==> config.mk <==
export PLATFORM = sky130hd
export DESIGN_NAME = pwm_multi
export DESIGN_NICKNAME = d
export VERILOG_FILES = /design/src/rtl/pwm_multi.sv
export SDC_FILE = /design/constraint.sdc
export NUM_CORES = 1
export LEC_CHECK = 0
export CAP_MARGIN = 20
export CELL_PAD_IN_SITES_DETAIL_PLACEMENT = 1
export CELL_PAD_IN_SITES_GLOBAL_PLACEMENT = 1
export CORE_MARGIN = 3
export CORE_UTILIZATION = 27
export CTS_CLUSTER_SIZE = 25
export DETAILED_ROUTE_END_ITERATION = 10
export GPL_ROUTABILITY_DRIVEN = 0
export GPL_TIMING_DRIVEN = 0
export PLACE_DENSITY_LB_ADDON = 0.1
export SLEW_MARGIN = 25
export SYNTH_ARGS = -nofsm -noshare
export SYNTH_HDL_FRONTEND = slang
export SYNTH_SLANG_ARGS = --single-unit
export TNS_END_PERCENT = 100
==> constraint.sdc <==
create_clock -name i_clk -period 4.3 [get_ports i_clk]
set_input_delay 0.43 -clock i_clk [delete_from_list [all_inputs] [get_ports i_clk]]
set_output_delay 0.43 -clock i_clk [all_outputs]
set_load 0.02 [all_outputs]
==> src/rtl/pwm_multi.sv <==
// rtl/pwm_multi.sv - multi-channel PWM with shared prescaled counter,
// edge/center alignment and double-buffered period/mode/duty.
module pwm_multi #(
  parameter int R  = 8,
  parameter int N  = 4,
  parameter int PW = 8
) (
  input  logic           i_clk,
  input  logic           i_rst,
  input  logic           i_en,
  input  logic           i_mode,
  input  logic [PW-1:0]  i_presc,
  input  logic [R-1:0]   i_period,
  input  logic [N*R-1:0] i_duty,
  input  logic           i_load,
  output logic [N-1:0]   o_out,
  output logic           o_sync,
  output logic           o_pending
);

  localparam logic [R-1:0] ONE = R'(1);

  logic [PW-1:0]  r_pc;
  logic [R-1:0]   r_cnt;
  logic           r_dir;
  logic [R-1:0]   r_period_s;
  logic [N*R-1:0] r_duty_s;
  logic           r_mode_s;
  logic [R-1:0]   r_period_t;
  logic [N*R-1:0] r_duty_t;
  logic           r_mode_t;
  logic           r_pending;
  logic [N-1:0]   r_out;
  logic           r_sync;

  logic           w_tick;
  logic           w_wrap;
  logic           w_boundary;
  logic           w_xfer;
  logic [R-1:0]   w_cnt_nxt;
  logic           w_dir_nxt;
  logic [N-1:0]   w_cmp;

  // >= rather than == so a lowered prescale never forces a full wrap of r_pc
  assign w_tick     = i_en && (r_pc >= i_presc);
  assign w_boundary = w_tick && w_wrap;
  assign w_xfer     = r_pending && (w_boundary || !i_en);

  always_comb begin
    w_wrap    = 1'b0;
    w_cnt_nxt = r_cnt + ONE;
    w_dir_nxt = r_dir;
    if (!r_mode_s) begin
      if (r_cnt >= r_period_s) w_wrap = 1'b1;
    end else if (!r_dir) begin
      if (r_cnt >= r_period_s) begin
        // P of 0 or 1 has no down-count leg: the peak is also the period end
        if (r_period_s <= ONE) begin
          w_wrap = 1'b1;
        end else begin
          w_dir_nxt = 1'b1;
          w_cnt_nxt = r_cnt - ONE;
        end
      end
    end else begin
      w_cnt_nxt = r_cnt - ONE;
      if (r_cnt <= ONE) w_wrap = 1'b1;
    end
    if (w_wrap) begin
      w_cnt_nxt = '0;
      w_dir_nxt = 1'b0;
    end
  end

  always_comb begin
    w_cmp = '0;
    for (int i = 0; i < N; i++) begin
      w_cmp[i] = r_cnt < r_duty_s[i*R +: R];
    end
  end

  always_ff @(posedge i_clk or posedge i_rst) begin
    if (i_rst) begin
      r_pc       <= '0;
      r_cnt      <= '0;
      r_dir      <= 1'b0;
      r_period_s <= '1;
      r_duty_s   <= '0;
      r_mode_s   <= 1'b0;
      r_period_t <= '0;
      r_duty_t   <= '0;
      r_mode_t   <= 1'b0;
      r_pending  <= 1'b0;
      r_out      <= '0;
      r_sync     <= 1'b0;
    end else begin
      if (!i_en || w_tick) r_pc <= '0;
      else                 r_pc <= r_pc + 1'b1;

      if (!i_en || w_xfer) begin
        r_cnt <= '0;
        r_dir <= 1'b0;
      end else if (w_tick) begin
        r_cnt <= w_cnt_nxt;
        r_dir <= w_dir_nxt;
      end

      if (w_xfer) begin
        r_period_s <= r_period_t;
        r_duty_s   <= r_duty_t;
        r_mode_s   <= r_mode_t;
      end

      // a load in the transfer cycle refills staging after the old contents moved
      if (i_load) begin
        r_period_t <= i_period;
        r_duty_t   <= i_duty;
        r_mode_t   <= i_mode;
        r_pending  <= 1'b1;
      end else if (w_xfer) begin
        r_pending  <= 1'b0;
      end

      r_out  <= i_en ? w_cmp : '0;
      r_sync <= w_tick && (r_cnt == '0) && !r_dir;
    end
  end

  assign o_out     = r_out;
  assign o_sync    = r_sync;
  assign o_pending = r_pending;

endmodule
==> flow_metrics.env <==
export IMPL_drtIter0Drc=188
export IMPL_cts_buffers_inserted=9
export IMPL_finalWorstSetupSlack_ns=0.8853
export IMPL_avgRoutedWirePerCell_um=18.55
export IMPL_r2r_end="r_duty_s[5]"
export IMPL_synth_nets=691
export IMPL_place_area_um2=7087
export IMPL_clock_path_buffers=2
export IMPL_hp_class="in -> async"
export IMPL_total_power_mw=2.606
export IMPL_syn_inst=589
export IMPL_core_area_um2=22090
export IMPL_grt_pass1_wl_mm=28.77
export IMPL_dr_total_vias=4718
export IMPL_syn_area_per_cell_um2=10.40
export IMPL_hold_buffers=0
export IMPL_async_flop_share_pct=100.0
export IMPL_grt_pass1_vias=5257
export IMPL_arrival_ns=3.64
export IMPL_slew_limit_headroom_pct=36.22
export IMPL_die_w_um=156.6
export IMPL_slew_violations=0
export IMPL_grt_overflow=0
export IMPL_end_kind="flop"
export IMPL_totalWireLength_mm=17.49
export IMPL_cpMaxStageDelayCell="clkbuf_1"
export IMPL_post_place_ws_ns=0.7319
export IMPL_antenna_cells=0
export IMPL_fin_setup_tns_ns=0
export IMPL_critPathKind="reg -> reg"
export IMPL_syn_to_final_growth_pct=20.62
export IMPL_clk_latency_ns=0.36
export IMPL_finalWorstPathRequiredPeriod_ns=3.415
export IMPL_final_setup_skew_ns=0.008003
export IMPL_regToRegSetupSlack_ns=0.89
export IMPL_maxCapViolCount=0
export IMPL_r2r_start="r_cnt[0]"
export IMPL_die_h_um=156.6
export IMPL_drive_above_1_share_pct=13.42
export IMPL_ys_ff_latch=105
export IMPL_finalCritPeriodShare_pct=79.41
export IMPL_ant_nets=0
export IMPL_cts_resized=0
export IMPL_p_leak_nw=3.288
export IMPL_start_util_pct=27.73
export IMPL_seq_area_frac_synth_pct=43.05
export IMPL_fill_cells=2459
export IMPL_synth_top_cell_by_area="dfrtp_1"
export IMPL_path_cells="clkbuf_1 -> inv_1 -> ha_1 -> nand2b_1 -> a211o_1 -> a22o_1 -> a21oi_2 -> o21a_1 -> buf_2 -> buf_4 -> o211ai_1"
export IMPL_path_clk_slew_ns=0.08
export IMPL_antenna_found_initial=0
export IMPL_fin_area_um2=7391
export IMPL_io_pins=59
export IMPL_synth_area_leaders="dfrtp_1 (40%), o211ai_1 (10%), ha_1 (10%), mux2_2 (7.5%), nand2b_1 (4.8%)"
export IMPL_fmax_mhz=292.9
export IMPL_cts_sinks=105
export IMPL_netlist_top_cells_count="dfrtp_1 (97), o211ai_1 (85), ha_1 (49)"
export IMPL_synth_most_common_cell="dfrtp_1"
export IMPL_slowest_delay_ns=0.51
export IMPL_cp_depth=11
export IMPL_hold_viol=0
export IMPL_synth_edf_count=0
export IMPL_io_buffers=57
export IMPL_cts_setup_buffers=0
export IMPL_setup_viol=0
export IMPL_firstDrtPassIters=4
export IMPL_outcome="completed"
export IMPL_htree_levels=3
export IMPL_nets=760
export IMPL_clock_root_buffer="clkbuf_16"
export IMPL_dieArea_um2=24540
export IMPL_start_kind="flop"
export IMPL_grt_start_max_net_pins=57
export IMPL_ir_worst_vdd_uv=154.9
export IMPL_rows=54
export IMPL_hpwl_mm=12.62
export IMPL_ys_types=53
export IMPL_worst_slew_pin_transition_ns=0.9523
export IMPL_multi_input_area_um2=3156
export IMPL_reg2regPathDepth=11
export IMPL_path_max_fanout=10
export IMPL_cts_tree="built"
export IMPL_rsz0062_at_grt="false"
export IMPL_crit_required_ns=4.52
export IMPL_crit_buf_inv=4
export IMPL_routed_via_density=5.003
export IMPL_cpLargestDelayFamily="compound AO/OA/AOI/OAI gates"
export IMPL_yosysTopAreaCellShare_pct=39.62
export IMPL_ys_warn_count=0
export IMPL_p_per_area_nw_per_um2=352.6
export IMPL_drcViolationCount=0
export IMPL_synthFlopType="dfrtp_1"
export IMPL_syn_area_um2=6127
export IMPL_grt_total_usage_pct=14.86
export IMPL_seq_area_um2=2638
==> worst register-to-register path, delay by kind of cell, from the launching register on <==
kind / cells / cell delay, ns
adder cells (fa/ha/maj): 1 / 0.32
buffers and inverters: 4 / 1.13
AO/OA/AOI/OAI: 5 / 1.29
flip-flops: 1 / 0.39
AND/OR/NAND/NOR: 1 / 0.14
==> logic make-up (layout without fill, tap and decap cells) <==
family	Yosys count	after routing	synth area share, %
buffers and inverters	83	157	5.554
adders and majority gates	49	49	10.01
DFF	105	105	43.05
xor gates and xnor gates	8	8	1.144
AOI/OAI and AO/OA	161	161	20.36
and+or+nand+nor	142	142	12.35
muxes	41	41	7.535
==> per-layer routing <==
metal	GRT usage (%)	share of wire (%)	vias up	wire [um]
li1	-	-	2265	-
met2	25.56	49	54	8630
met3	2.959	2.4	10	417
met1	19.64	47	2389	8280
met5	0	0	-	0
met4	2.584	0.93	0	162
==> layout by cell type (no fill, tap or decap), types with 6 or more instances in the layout <==
| cell type | n |
|---|---|
| dfstp_2 | 8 |
| clkdlybuf4s50_1 | 57 |
| nand2_1 | 47 |
| a211o_1 | 10 |
| clkbuf_16 | 9 |
| nand2b_1 | 47 |
| mux2_2 | 41 |
| ha_1 | 49 |
| or3_1 | 8 |
| clkbuf_1 | 27 |
| nand3_1 | 9 |
| dfrtp_1 | 97 |
| inv_1 | 47 |
| o21ai_0 | 8 |
| a31oi_1 | 6 |
| a21o_1 | 14 |
| nor2_1 | 9 |
| o211ai_1 | 85 |
==> registers in the layout, indices dropped and copies added (netlist names) <==
signal / flops
r_cnt: 8
r_mode_t: 1
o_sync: 1
o_pending: 1
r_duty_t: 32
r_dir: 1
r_pc: 8
r_duty_s: 32
r_period_s: 8
o_out: 4
r_period_t: 8
r_mode_s: 1
==> stage by stage <==
stage	utilization [%]	hold slack, ns	std cells
floorplan	-	0.4756	589
global placement	31.90	0.4902	926
detailed placement	32.08	0.4986	927
CTS	33.45	0.5066	943
global route	33.45	0.5305	943
finish	33.45	0.4862	943
==> power by group <==
| part | leakage, nW | internal (mW) | switching, mW |
|---|---|---|---|
| logic | 1.88 | 0.249 | 0.264 |
| registers | 1.26 | 1.12 | 0.105 |
| clock network | 0.144 | 0.459 | 0.412 |
==> cell type report <==
| class | instances | share of cell area, % |
|---|---|---|
| sequential | 105 | 35.69 |
| multi-input combinational | 401 | 42.70 |
| clock inverter | 7 | 1.067 |
| tap | 280 | 4.740 |
| inverter | 48 | 2.506 |
| timing repair buffer | 58 | 8.092 |
| clock buffer | 9 | 3.047 |
| buffer | 35 | 2.167 |
==> worst max-delay path by stage <==
stage                           from            to  slack (ns)
after detailed placement  i_presc[4]       r_pc[0]        0.73
final                       r_cnt[0]   r_duty_s[5]        0.89
after floorplan                i_rst      o_out[0]        1.12
after CTS                   r_cnt[0]   r_duty_s[5]        0.81
after global placement         i_rst  r_duty_t[15]       -0.81
after global routing        r_cnt[0]  r_duty_s[16]        0.65
Note: power is estimated with default switching activity, not from simulation.
